File: config.mk
export PLATFORM = sky130hd
export DESIGN_NAME = traffic_phase_ctrl
export DESIGN_NICKNAME = d
export VERILOG_FILES = /design/src/rtl/traffic_pkg.sv /design/src/rtl/dwell_timer.sv /design/src/rtl/traffic_phase_ctrl.sv
export SDC_FILE = /design/constraint.sdc
export NUM_CORES = 1
export LEC_CHECK = 0
export BUFFER_PORTS_ARGS = -buffer_cell sky130_fd_sc_hd__buf_4
export CAP_MARGIN = 15
export CORE_AREA = 2 2 50 52
export DETAILED_ROUTE_END_ITERATION = 8
export DIE_AREA = 0 0 52 54
export GPL_TIMING_DRIVEN = 0
export PLACE_DENSITY = 0.75
export SETUP_SLACK_MARGIN = 0.05
export SYNTH_ARGS = -nofsm -noshare
export SYNTH_HDL_FRONTEND = slang
export SYNTH_SLANG_ARGS = --single-unit
File: constraint.sdc
create_clock -name clk -period 3.4 [get_ports clk]
set_input_delay 0.34 -clock clk [delete_from_list [all_inputs] [get_ports clk]]
set_output_delay 0.34 -clock clk [all_outputs]
set_load 0.1 [all_outputs]
File: src/rtl/traffic_pkg.sv
// ============================================================================
// traffic_pkg : phase/lamp codes and dwell/lamp helpers for traffic_phase_ctrl
// Revision    : 1.0
// ============================================================================
`default_nettype none

package traffic_pkg;

  localparam logic [2:0] PH_ALLRED = 3'b111;
  localparam logic [2:0] PH_MG_SR  = 3'b000;
  localparam logic [2:0] PH_MY_SR  = 3'b001;
  localparam logic [2:0] PH_MR_SG  = 3'b010;
  localparam logic [2:0] PH_MR_SY  = 3'b011;
  localparam logic [2:0] PH_NIGHT  = 3'b100;

  localparam logic [2:0] LAMP_R   = 3'b100;
  localparam logic [2:0] LAMP_Y   = 3'b010;
  localparam logic [2:0] LAMP_G   = 3'b001;
  localparam logic [2:0] LAMP_OFF = 3'b000;

  typedef enum logic [2:0] {
    ST_MG_SR  = PH_MG_SR,
    ST_MY_SR  = PH_MY_SR,
    ST_MR_SG  = PH_MR_SG,
    ST_MR_SY  = PH_MR_SY,
    ST_NIGHT  = PH_NIGHT,
    ST_ALLRED = PH_ALLRED
  } phase_t;

  // Dwell in ticks; a configured dwell of 0 still lasts one tick.
  function automatic int dwell_of(input logic [2:0] ph, input int t_ar, input int t_mg,
                                  input int t_my, input int t_sg, input int t_sy);
    int d;
    case (ph)
      PH_ALLRED: d = t_ar;
      PH_MG_SR:  d = t_mg;
      PH_MY_SR:  d = t_my;
      PH_MR_SG:  d = t_sg;
      PH_MR_SY:  d = t_sy;
      default:   d = 1;
    endcase
    return (d < 1) ? 1 : d;
  endfunction

  // Returns {main_lamp, side_lamp}.
  function automatic logic [5:0] lamps_of(input logic [2:0] ph, input logic flash);
    logic [5:0] l;
    case (ph)
      PH_ALLRED: l = {LAMP_R, LAMP_R};
      PH_MG_SR:  l = {LAMP_G, LAMP_R};
      PH_MY_SR:  l = {LAMP_Y, LAMP_R};
      PH_MR_SG:  l = {LAMP_R, LAMP_G};
      PH_MR_SY:  l = {LAMP_R, LAMP_Y};
      PH_NIGHT:  l = flash ? {LAMP_Y, LAMP_Y} : {LAMP_OFF, LAMP_OFF};
      default:   l = {LAMP_R, LAMP_R};
    endcase
    return l;
  endfunction

endpackage

`default_nettype wire

File: src/rtl/dwell_timer.sv
// ============================================================================
// dwell_timer : loadable down-counter with zero flag, holds at zero
// Revision    : 1.0
// ============================================================================
`default_nettype none

module dwell_timer #(
  parameter int TW = 6
) (
  input  logic          clk,
  input  logic          rst,
  input  logic [TW-1:0] rst_val,
  input  logic          load,
  input  logic [TW-1:0] load_val,
  input  logic          dec,
  output logic [TW-1:0] count,
  output logic          zero
);

  always_ff @(posedge clk) begin
    if (rst) begin
      count <= rst_val;
    end else if (load) begin
      count <= load_val;
    end else if (dec && (count != '0)) begin
      count <= count - 1'b1;
    end
  end

  assign zero = (count == '0);

endmodule

`default_nettype wire

File: src/rtl/traffic_phase_ctrl.sv
// ============================================================================
// traffic_phase_ctrl : two-road R-Y-G sequencer with day/night mode and
//                      optional pedestrian request (define PED_REQ_EN)
// Revision           : 1.0
// ============================================================================
`default_nettype none

module traffic_phase_ctrl
  import traffic_pkg::*;
#(
  parameter int TW    = 6,
  parameter int T_AR  = 2,
  parameter int T_MG  = 20,
  parameter int T_MY  = 3,
  parameter int T_SG  = 15,
  parameter int T_SY  = 3,
  parameter int T_PED = 5
) (
  input  logic          clk,
  input  logic          CR,
  input  logic          tick,
  input  logic          M,
  output logic [2:0]    main_lamp,
  output logic [2:0]    side_lamp,
  output logic [2:0]    phase,
  output logic [TW-1:0] remain
`ifdef PED_REQ_EN
  ,
  input  logic          ped_req,
  output logic          ped_walk
`endif
);

  // Reload value for a dwell of the given tick count, saturated to the timer width.
  function automatic logic [TW-1:0] load_of(input int ticks);
    int max_v;
    int r;
    max_v = (1 << TW) - 1;
    r     = ((ticks < 1) ? 1 : ticks) - 1;
    if (r > max_v) r = max_v;
    return r[TW-1:0];
  endfunction

  localparam logic [TW-1:0] c_ar  = load_of(T_AR);
  localparam logic [TW-1:0] c_ped = load_of(T_PED);

  phase_t        state;
  logic          flash;
  phase_t        w_next;
  logic          w_next_flash;
  logic          w_adv;
  logic          w_zero;
  logic          w_clamp;
  logic          w_ped_pending;
  logic          w_load;
  logic [TW-1:0] w_load_val;
  logic          w_dec;

`ifdef PED_REQ_EN
  logic ped_latch;
  assign w_ped_pending = ped_latch | ped_req;
`else
  assign w_ped_pending = 1'b0;
`endif

  dwell_timer #(.TW(TW)) u_timer (
    .clk      (clk),
    .rst      (CR),
    .rst_val  (c_ar),
    .load     (w_load),
    .load_val (w_load_val),
    .dec      (w_dec),
    .count    (remain),
    .zero     (w_zero)
  );

  always_comb begin
    w_next       = state;
    w_next_flash = flash;
    w_adv        = 1'b0;
    if (tick) begin
      if (state == ST_NIGHT) begin
        if (M) begin
          w_next       = ST_ALLRED;
          w_next_flash = 1'b0;
          w_adv        = 1'b1;
        end else begin
          w_next_flash = ~flash;
        end
      end else if (w_zero) begin
        w_adv = 1'b1;
        case (state)
          ST_ALLRED: w_next = M ? ST_MG_SR : ST_NIGHT;
          ST_MG_SR:  w_next = ST_MY_SR;
          ST_MY_SR:  w_next = M ? ST_MR_SG : ST_NIGHT;
          ST_MR_SG:  w_next = ST_MR_SY;
          ST_MR_SY:  w_next = M ? ST_MG_SR : ST_NIGHT;
          default:   w_next = ST_ALLRED;
        endcase
        // The entry tick counts as the first flash toggle, so NIGHT opens with lamps lit.
        if (w_next == ST_NIGHT) w_next_flash = ~flash;
      end
    end
  end

  assign w_clamp = w_ped_pending && (state == ST_MG_SR) && (remain > c_ped) && !w_adv;

  always_comb begin
    w_load     = 1'b0;
    w_load_val = '0;
    w_dec      = 1'b0;
    if (w_adv) begin
      w_load     = 1'b1;
      w_load_val = (w_next == ST_NIGHT) ? '0
                 : load_of(dwell_of(w_next, T_AR, T_MG, T_MY, T_SG, T_SY));
    end else if (w_clamp) begin
      w_load     = 1'b1;
      w_load_val = c_ped;
    end else if (tick && !w_zero) begin
      w_dec = 1'b1;
    end
  end

  always_ff @(posedge clk) begin
    if (CR) begin
      state                  <= ST_ALLRED;
      flash                  <= 1'b0;
      {main_lamp, side_lamp} <= {LAMP_R, LAMP_R};
`ifdef PED_REQ_EN
      ped_latch              <= 1'b0;
      ped_walk               <= 1'b0;
`endif
    end else begin
      state                  <= w_next;
      flash                  <= w_next_flash;
      {main_lamp, side_lamp} <= lamps_of(w_next, w_next_flash);
`ifdef PED_REQ_EN
      ped_walk               <= (w_next == ST_MR_SG);
      if (w_adv && (w_next == ST_MR_SG)) begin
        ped_latch <= 1'b0;
      end else if (ped_req) begin
        ped_latch <= 1'b1;
      end
`endif
    end
  end

  assign phase = state;

endmodule

`default_nettype wire

==> qor.yml, run 1 <==
outcome:
  outcome: "finished, final reports clean"
global_route:
  wire_length_of_the_first_global_routing_pass_mm: 5.016
  globalRoute.totalOverflow: 0
  pin_count_of_the_biggest_net_entering_global_routing: 11
  global_route.usage.total: 0.2413
  antenna_found_initial: 0
  first_global_vias: 1127
finish:
  final-seq-area_um2: 320.3
  finalInstanceArea_mm2: 0.001374
  layout-area-overhead-vs-synth_pct: 16.44
  post_route_cells_drive_above_1_share: 0.2202
  cell_count_final_fillers_out: 198
  final.fill_count: 218
  insertedDiodeCount: 0
  multiInputGateArea_um2: 773.2
  final_net_count: 178
power:
  power_density_mw_per_mm2: 497.8
  power.static_leakage_nw: 0.5747
  max-vdd-ir-drop_uv: 299.7
  post-layout-total-power_w: 0.0006838
placement:
  dp_cells: 194
  port-buffer-count: 16
  gp_congestion: 0.9328
  place.detailed.hpwl_mm: 2.267
  dpl_cell_area_mm2: 0.001338
sta:
  grt_setup_unrepaired: "false"
  maxSlewHeadroom: 0.6662
  worst_slew_pin_slew_ns: 0.4969
  fmaxAchievable_ghz: 0.3660
  fin_worst_skew_ns: 0.009237
  timing.final.setup_violations: 0
  finalMaxSlewViolations: 0
  fin_crit_ns: 2.732
  setup_total_negative_slack_ns: 0
  timing_hold_violations_final: 0
  period_share: 0.8035
critical_path:
  critical_path_peak_fanout: 9
  start_kind: "flip-flop"
  timing.critical_path.cells: "inv_1, ha_1, buf_4, and3_1, and3_1, o22ai_1, nand2b_1, o21ai_0, ha_1, inv_1, o21ai_0, a311oi_1"
  critical_path.max_stage_delay_ns: 0.42
  wp_data_required_ns: 3.61
  critical_path_arrival_ns: 2.94
  worst-r2r-cell-count: 12
  critical_path_class: "reg2reg"
  crit_path_end_kind: "flip-flop"
  worst_path_max_delay_cell: "sky130_fd_sc_hd__dfxtp_1"
synth:
  synth.yosys.warnings: 0
  synth.lib_cells_used.distinct: 52
  area_share_of_xor_xnor_cells_in_the_synthesized_design: 0.007423
  yosysSeqAreaShare: 0.2715
  synth_compound_gate_area_share: 0.3118
  ys_dominant_reg_cell: "sky130_fd_sc_hd__dfxtp_1"
  synth_top_family_by_area: "compound AO/OA/AOI/OAI gates"
  post_synthesis_instance_area_mm2: 0.001180
  ffs_latches_synth: 16
  synth_fa_ha_area_frac: 0.05302
  ys_async_sr_fraction: 0
  synth_nets: 157
  synth.avg_cell_area_um2: 7.972
  synth_cells: 148
  synth.mux.area_fraction: 0.008484
  synth_simple_gate_area_frac: 0.2715
  synth_edf_count: 0
clock_network:
  clock_tree_from_tritoncts: "done"
  worst_skew_pair.late_latency_ns: 0.30
  cts_setup_buffers: 0
  clockBufferDepth: 2
  cts-resized-gates: 0
  numCtsBuffers: 3
  clkTransAtPathRegs_ns: 0.10
  clock-sinks: 16
  htree_levels: 1
  postCtsHoldBufs: 0
  cts.root.buffer_cell: "sky130_fd_sc_hd__clkbuf_4"
drt:
  drt_pass1_iterations: 4
  drt-initial-drc-count: 47
  route.detailed.drc: 0
  route.vias.total: 1268
  wirelength_mm: 3.040
  routed_via_density: 6.404
  antenna_left: 0
  wl_per_cell_um: 15.35
floorplanning:
  initial_utilization: 0.5086
  num_io_pins: 19
  core_area_mm2: 0.002320
  fp.dieH_um: 54
  row_count: 18
  dieWidth_um: 52
  die-area_mm2: 0.002808
min_path:
  min_delay_path_depth: 2
  holdCritPathClass: "in2reg"
flow_run:
  drv_cap: 0
area by class of cell:
class,instances,share of cell area
tap,30,0.02732
clock buffer,4,0.02641
multi-input combinational,113,0.5628
buffer,9,0.03552
inverter,10,0.02732
timing repair buffer,16,0.08743
sequential,16,0.2332
flip-flops by register name (all words and copies together), names as in the netlist:
| name | count |
|---|---|
| main_lamp | 3 |
| flash | 1 |
| phase | 3 |
| u_timer.count | 6 |
| side_lamp | 3 |
cells in the final DEF (no fill, tap or decap), types with 5 or more instances in the layout:
cell / n
sky130_fd_sc_hd__a21oi_1: 7
sky130_fd_sc_hd__nand2b_1: 5
sky130_fd_sc_hd__ha_1: 5
sky130_fd_sc_hd__buf_4: 20
sky130_fd_sc_hd__nand3_1: 6
sky130_fd_sc_hd__nand2_1: 13
sky130_fd_sc_hd__nor2_1: 10
sky130_fd_sc_hd__inv_1: 10
sky130_fd_sc_hd__o21ai_0: 10
sky130_fd_sc_hd__dfxtp_1: 16
sky130_fd_sc_hd__clkbuf_1: 5
final timing paths:
path	from	end	slack [ns]
hold / removal	CR	u_timer.count[1]$_SDFFE_PP0P_	0.29
setup / recovery	u_timer.count[0]$_SDFFE_PP1P_	u_timer.count[1]$_SDFFE_PP0P_	0.67
hold reg to reg	flash$_SDFF_PP0_	flash$_SDFF_PP0_	0.55
setup reg to reg	u_timer.count[0]$_SDFFE_PP1P_	u_timer.count[1]$_SDFFE_PP0P_	0.67
critical path, delay by kind of cell, from the launching register on:
kind	cells	cell delay [ns]
AOI/OAI and AO/OA	4	0.92
adders and majority gates	2	0.48
buffers and inverters	3	0.31
DFF	1	0.42
and+or+nand+nor	3	0.51
power by group:
part           internal [W]  leakage (nW)  switching (W)  total (W)
combinational     0.0000975         0.423       0.000233   0.000331
sequential         0.000202         0.130      0.0000195   0.000222
clock             0.0000653        0.0210      0.0000660   0.000131
cell families after synthesis:
kind of cell,Yosys count
AND/OR/NAND/NOR,55
other,1
AO/OA/AOI/OAI,50
adder cells (fa/ha/maj),5
buffers and inverters,19
XOR/XNOR,1
flip-flops,16
multiplexers,1
stage by stage:
| step | worst slack, ns | hold slack [ns] | utilization |
|---|---|---|---|
| 3_3_place_gp | 0.7873 | 0.5169 | 0.5766 |
| 6_report | 0.6680 | 0.2918 | 0.5922 |
| 2_1_floorplan | 0.2907 | 0.5029 | - |
| 3_5_place_dp | 0.7378 | 0.5266 | 0.5766 |
| 5_1_grt | 0.4648 | 0.2791 | 0.5922 |
| 4_1_cts | 0.6632 | 0.2845 | 0.5922 |
cells in the mapped netlist, types with 2 or more instances:
cell type | count | area share
sky130_fd_sc_hd__dfxtp_1 | 16 | 0.27
sky130_fd_sc_hd__nand2_1 | 13 | 0.041
sky130_fd_sc_hd__inv_1 | 10 | 0.032
sky130_fd_sc_hd__nor2_1 | 10 | 0.032
sky130_fd_sc_hd__o21ai_0 | 10 | 0.042
sky130_fd_sc_hd__a21oi_1 | 7 | 0.030
sky130_fd_sc_hd__nand3_1 | 6 | 0.025
sky130_fd_sc_hd__clkbuf_1 | 5 | 0.016
sky130_fd_sc_hd__ha_1 | 5 | 0.053
sky130_fd_sc_hd__nand2b_1 | 5 | 0.027
sky130_fd_sc_hd__buf_4 | 4 | 0.025
sky130_fd_sc_hd__nand4_1 | 3 | 0.016
sky130_fd_sc_hd__nor3_1 | 3 | 0.013
sky130_fd_sc_hd__o211ai_1 | 3 | 0.019
sky130_fd_sc_hd__o22ai_1 | 3 | 0.016
sky130_fd_sc_hd__a211oi_1 | 2 | 0.013
sky130_fd_sc_hd__a22oi_1 | 2 | 0.013
sky130_fd_sc_hd__a31oi_1 | 2 | 0.011
sky130_fd_sc_hd__and3_1 | 2 | 0.011
sky130_fd_sc_hd__nand3b_1 | 2 | 0.013
sky130_fd_sc_hd__o221ai_1 | 2 | 0.015
sky130_fd_sc_hd__o22a_2 | 2 | 0.017
sky130_fd_sc_hd__or3b_2 | 2 | 0.015
layer usage:
metal,track usage,up-vias,wire length (um)
met3,0.03611,12,198
li1,-,596,-
met2,0.4219,58,1508
met1,0.2951,602,1253
met4,0.1009,0,78
met5,0,-,0
Note: power is estimated with default switching activity, not from simulation.
==> inputs of run 2 (changes only) <==
Settings changed: CORE_AREA 2 2 50 52 to 2 2 52 54, DIE_AREA 0 0 52 54 to 0 0 54 56, PLACE_DENSITY 0.75 to 0.72.
Clock period 3.4 ns to 2.2 ns, I/O delays scaled along.
==> run 2 against run 1 <==
- the flow now finishes with violations (setup timing)
- worst setup slack worse by 0.85 ns
- register-to-register slack got worse by 0.85 ns
- die area is 7.7% higher
- clock power grew 61%
- worst hold slack got worse by 0.13 ns
- sequential power rose by 55%
- core utilization grew 8.3 points
- design area up 19%
- sequential cell count unchanged
==> qor.yml, run 2 (synthesis gave the netlist of run 1 again) <==
sta:
  fin_crit_ns: 2.383
  timing_hold_violations_final: 0
  fmaxAchievable_ghz: 0.4196
  grt_setup_unrepaired: "true"
  maxSlewHeadroom: 0.6630
  timing.final.setup_violations: 2
  fin_worst_skew_ns: 0.009353
  worst_slew_pin_slew_ns: 0.5055
  period_share: 1.083
  setup_ws_ns: -0.1835
  finalMaxSlewViolations: 0
finish:
  cell_count_final_fillers_out: 216
  insertedDiodeCount: 0
  final.fill_count: 221
  number_of_flip_flops_in_the_largest_register: 6
  mostFrequentLayoutCells: "37 x sky130_fd_sc_hd__buf_4, 10 x sky130_fd_sc_hd__nand2_1, 10 x sky130_fd_sc_hd__nor2_1"
  layout.cells.most_common: "sky130_fd_sc_hd__buf_4"
  final_net_count: 196
  layout-area-overhead-vs-synth_pct: 39.13
  finalInstanceArea_mm2: 0.001642
  multiInputGateArea_um2: 872.1
  finish.utilization: 0.6749
  final-seq-area_um2: 346.6
  post_route_cells_drive_above_1_share: 0.4355
  largest_register_by_flop_count: "u_timer.count"
power:
  max-vdd-ir-drop_uv: 531.7
  power_density_mw_per_mm2: 747.5
  power.static_leakage_nw: 0.6843
min_path:
  min_delay_path_depth: 2
  holdCritStartpoint: "CR"
  holdCritPathClass: "in2reg"
clock_network:
  clockBufferDepth: 2
  clock-sinks: 16
  clock_tree_from_tritoncts: "done"
  htree_levels: 1
  numCtsBuffers: 3
  clkTransAtPathRegs_ns: 0.11
  worst_skew_pair.late_latency_ns: 0.30
  cts.root.buffer_cell: "sky130_fd_sc_hd__clkbuf_4"
drt:
  drt-initial-drc-count: 46
  wirelength_mm: 3.532
  drt_pass1_iterations: 4
  route.detailed.drc: 0
  routed_via_density: 6.153
  route.vias.total: 1329
  antenna_left: 0
  wl_per_cell_um: 16.35
global_route:
  wire_length_of_the_first_global_routing_pass_mm: 5.485
  pin_count_of_the_biggest_net_entering_global_routing: 11
  first_global_vias: 1180
  globalRoute.totalOverflow: 0
  antenna_found_initial: 0
  global_route.usage.total: 0.2444
critical_path:
  worst-r2r-cell-count: 10
  crit_path_end_kind: "flip-flop"
  start_kind: "flip-flop"
  r2r-start: "u_timer.count[3]$_SDFFE_PP0P_"
  wp_data_required_ns: 2.43
  critical_path_peak_fanout: 4
  critical_path.startpoint: "u_timer.count[3]$_SDFFE_PP0P_"
  critical_path_arrival_ns: 2.61
  critical_path_class: "reg2reg"
floorplanning:
  fp.dieH_um: 56
  die-area_mm2: 0.003024
  initial_utilization: 0.4851
  dieWidth_um: 54
  row_count: 18
  core_area_mm2: 0.002432
  num_io_pins: 19
placement:
  dpl_cell_area_mm2: 0.001399
  place.detailed.hpwl_mm: 2.358
  port-buffer-count: 16
  gp_congestion: 0.9150
  dp_cells: 194
outcome:
  outcome: "finished, violations left"
  violated_checks: "setup timing"
flow_run:
  drv_cap: 0
==> run 2: cell count changes in the layout (fill, tap and decap cells not counted), sizes merged <==
| cell | previous run | this run |
|---|---|---|
| buf | 20 | 38 |
==> run 2: metal layers <==
layer | routed length, um | GRT usage | up-vias
met5 | 0 | 0 | -
met1 | 1428 | 0.3158 | 623
met3 | 262 | 0.03763 | 6
li1 | - | - | 633
met4 | 57 | 0.07500 | 0
met2 | 1783 | 0.4059 | 67
==> run 2: worst paths after layout <==
kind,endpoint,slack (ns)
max,u_timer.count[2]$_SDFFE_PP0P_,-0.18
min,u_timer.count[1]$_SDFFE_PP0P_,0.16
max reg2reg,u_timer.count[2]$_SDFFE_PP0P_,-0.18
min reg2reg,u_timer.count[4]$_SDFFE_PP0P_,0.56
==> run 2: timing repair <==
item,4_1_cts,5_1_grt
setup buffers,14,4
pin swaps,9,6
resized for setup,10,8
setup endpoints to repair,3,3
hold buffers,0,0
==> run 2: layout make-up <==
cell class / count / share of cell area
multi-input combinational: 113 / 0.5313
tap: 30 / 0.02287
inverter: 10 / 0.02439
timing repair buffer: 34 / 0.1555
clock buffer: 4 / 0.02210
sequential: 16 / 0.2111
buffer: 9 / 0.03277
==> run 2: through the flow <==
step	setup slack (ns)	hold slack, ns	TNS [ns]	power, W
after floorplan	-0.1980	0.4299	-0.3255	0.0007832
after global placement	-0.2901	0.4687	-0.4872	0.0008755
after detailed placement	-0.3184	0.4726	-0.6354	0.0008867
after CTS	-0.1583	0.1603	-0.2863	0.001181
after global routing	-0.3127	0.1671	-0.5836	0.001288
final	-0.1835	0.1631	-0.3634	0.001227
==> run 2: worst max-delay path, cell delays in order, from the launching register on <==
cell and delay (ns):
sky130_fd_sc_hd__dfxtp_4 0.37, sky130_fd_sc_hd__or4_4 0.57, sky130_fd_sc_hd__o211ai_1 0.22, sky130_fd_sc_hd__o211ai_2 0.19, sky130_fd_sc_hd__o21ai_1 0.17, sky130_fd_sc_hd__nand2_1 0.11
sky130_fd_sc_hd__buf_4 0.15, sky130_fd_sc_hd__ha_2 0.18, sky130_fd_sc_hd__nor2b_4 0.12, sky130_fd_sc_hd__mux2i_1 0.12, sky130_fd_sc_hd__o2bb2ai_1 0.12
==> run 2: where the power goes <==
| group | internal, W | switching, W | total [W] |
|---|---|---|---|
| registers | 0.000315 | 0.0000282 | 0.000343 |
| clock network | 0.000101 | 0.000110 | 0.000211 |
| logic | 0.000254 | 0.000419 | 0.000673 |
| total | 0.000670 | 0.000557 | 0.00123 |
==> inputs of run 3 (changes only) <==
Settings changed: CORE_AREA 2 2 52 54 to 2 2 55 57, DIE_AREA 0 0 54 56 to 0 0 57 59, PLACE_DENSITY 0.72 to 0.66.
==> run 3 against run 2 <==
- the run still ends with setup timing left
- clock skew shrank 0.0041 ns
- critical endpoint is now u_timer.count[1]$_SDFFE_PP0P_
- design area down 1.8%
- die area rose by 11%
- total power fell by 2.8%
- global-route usage decreased by 3.6 points
- via count fell by 2.4%
- clock power down 2%
- sequential power about the same
- worst setup slack better by 0.033 ns
- combinational power down 4.5%
- critical path depth shrank 1
==> qor.yml, run 3 (synthesis gave the netlist of run 1 again) <==
outcome:
  violated_checks: "setup timing"
  outcome: "finished, violations left"
drt:
  route.vias.total: 1297
  wl_per_cell_um: 15.75
  drt-initial-drc-count: 64
  route.detailed.drc: 0
  routed_via_density: 6.005
  wirelength_mm: 3.402
  antenna_left: 0
  drt_pass1_iterations: 4
critical_path:
  worst-r2r-cell-count: 9
  worst-path-buf-inv: 1
  worst_path_dominant_cell_family: "compound AO/OA/AOI/OAI gates"
  timing.critical_path.cells: "or4_4, o211ai_1, o211ai_2, nand2b_4, o21ai_2, ha_1, inv_1, o21ai_1, a311oi_1"
  worst_path_max_delay_cell: "sky130_fd_sc_hd__or4_4"
  critical_path.max_stage_delay_ns: 0.56
  critical_path_peak_fanout: 5
  crit_path_cell_count: 9
  critical_path_arrival_ns: 2.55
  r2r-start: "u_timer.count[5]$_SDFFE_PP0P_"
  start_kind: "flip-flop"
  critPathCapture: "u_timer.count[1]$_SDFFE_PP0P_"
  rrSetupSlack_ns: -0.15
  critical_path.startpoint: "u_timer.count[5]$_SDFFE_PP0P_"
  crit_path_end_kind: "flip-flop"
  critical_path_class: "reg2reg"
  wp_data_required_ns: 2.40
  r2r_end: "u_timer.count[1]$_SDFFE_PP0P_"
global_route:
  groute.layer.met3.usage: 0.02620
  wire_length_of_the_first_global_routing_pass_mm: 5.471
  pin_count_of_the_biggest_net_entering_global_routing: 11
  global_route.usage.total: 0.2086
  use_met2: 0.3481
  first_global_vias: 1187
  antenna_found_initial: 0
  grt_busiest_layer: "met2"
  grt.met1_usage: 0.2659
  globalRoute.totalOverflow: 0
sta:
  fin_crit_ns: 2.351
  setup_ws_ns: -0.1506
  fin_worst_skew_ns: 0.005218
  maxSlewHeadroom: 0.6597
  fmaxAchievable_ghz: 0.4254
  finalMaxSlewViolations: 0
  timing.final.setup_violations: 2
  period_share: 1.068
  grt_setup_unrepaired: "true"
  worst_slew_pin_slew_ns: 0.5105
  timing_hold_violations_final: 0
floorplanning:
  fp.dieH_um: 59
  initial_utilization: 0.4354
  row_count: 19
  die-area_mm2: 0.003363
  core_area_mm2: 0.002710
  dieWidth_um: 57
  num_io_pins: 19
power:
  power_density_mw_per_mm2: 740.4
  power.static_leakage_nw: 0.6768
  max-vdd-ir-drop_uv: 440.1
clock_network:
  postCtsHoldBufs: 0
  cts.root.buffer_cell: "sky130_fd_sc_hd__clkbuf_4"
  numCtsBuffers: 3
  clock_tree_from_tritoncts: "done"
  worst_skew_pair.late_latency_ns: 0.30
  clock-sinks: 16
  clockBufferDepth: 2
  htree_levels: 1
  clkTransAtPathRegs_ns: 0.11
finish:
  insertedDiodeCount: 0
  number_of_flip_flops_in_the_largest_register: 6
  layout-area-overhead-vs-synth_pct: 36.59
  mostFrequentLayoutCells: "37 x sky130_fd_sc_hd__buf_4, 11 x sky130_fd_sc_hd__nand2_1, 10 x sky130_fd_sc_hd__nor2_1"
  final_net_count: 195
  largest_register_by_flop_count: "u_timer.count"
  cell_count_final_fillers_out: 216
  post_route_cells_drive_above_1_share: 0.4162
  layout.cells.most_common: "sky130_fd_sc_hd__buf_4"
  finish.utilization: 0.5946
placement:
  gp_congestion: 0.8247
  dp_cells: 195
  place.detailed.hpwl_mm: 2.325
  port-buffer-count: 16
min_path:
  holdCritPathClass: "in2reg"
  min_delay_path_depth: 2
flow_run:
  drv_cap: 0
[run 3: layout make-up]
class / instances / area (um2)
Buffer: 8 / 43.79
Clock buffer: 4 / 36.28
Fill cell: 258 / 1099
Inverter: 10 / 42.54
Multi-Input combinational cell: 113 / 848.3
Sequential cell: 16 / 346.6
Tap cell: 31 / 38.79
Timing Repair Buffer: 34 / 255.2
[run 3: what timing repair did]
item	in CTS	in global routing
gates resized for setup	5	11
pin swaps	8	12
buffers inserted	14	4
endpoints found under the setup margin	3	3
[run 3: per-layer routing]
layer	routed length (um)	vias to the layer above
li1	-	626
met1	1459	600
met2	1645	59
met3	207	12
met4	89	0
met5	0	-
[run 3: worst min-delay path by stage]
stage,start,endpoint,slack (ns)
floorplan,CR,u_timer.count[1]$_SDFFE_PP0P_,0.43
global placement,CR,u_timer.count[1]$_SDFFE_PP0P_,0.47
detailed placement,CR,u_timer.count[1]$_SDFFE_PP0P_,0.47
CTS,CR,u_timer.count[1]$_SDFFE_PP0P_,0.15
global route,CR,u_timer.count[1]$_SDFFE_PP0P_,0.17
finish,CR,u_timer.count[1]$_SDFFE_PP0P_,0.16
[run 3: stage by stage]
stage	power, W	cell area [um2]	worst slack (ns)	TNS (ns)	hold slack [ns]
after detailed placement	0.0008813	1400	-0.3190	-0.6042	0.4735
after global routing	0.001261	1612	-0.3052	-0.5745	0.1706
after global placement	0.0008786	1400	-0.3075	-0.5365	0.4668
final	0.001193	1612	-0.1506	-0.2200	0.1601
after floorplan	0.0007832	1241	-0.1980	-0.3255	0.4299
after CTS	0.001167	1560	-0.1404	-0.2002	0.1544
[run 3: worst reg2reg max path, cell delays in order (launching register included)]
cell and delay [ns]:
sky130_fd_sc_hd__dfxtp_2 0.36, sky130_fd_sc_hd__or4_4 0.56, sky130_fd_sc_hd__o211ai_1 0.22, sky130_fd_sc_hd__o211ai_2 0.18
sky130_fd_sc_hd__nand2b_4 0.19, sky130_fd_sc_hd__o21ai_2 0.14, sky130_fd_sc_hd__ha_1 0.25, sky130_fd_sc_hd__inv_1 0.06
sky130_fd_sc_hd__o21ai_1 0.05, sky130_fd_sc_hd__a311oi_1 0.25
[run 3: power by group]
group | leakage (nW) | internal [W] | switching [W] | total, W
Clock | 0.0210 | 0.000101 | 0.000105 | 0.000206
Combinational | 0.523 | 0.000237 | 0.000406 | 0.000643
Sequential | 0.133 | 0.000315 | 0.0000287 | 0.000344
Total | 0.677 | 0.000653 | 0.000540 | 0.00119
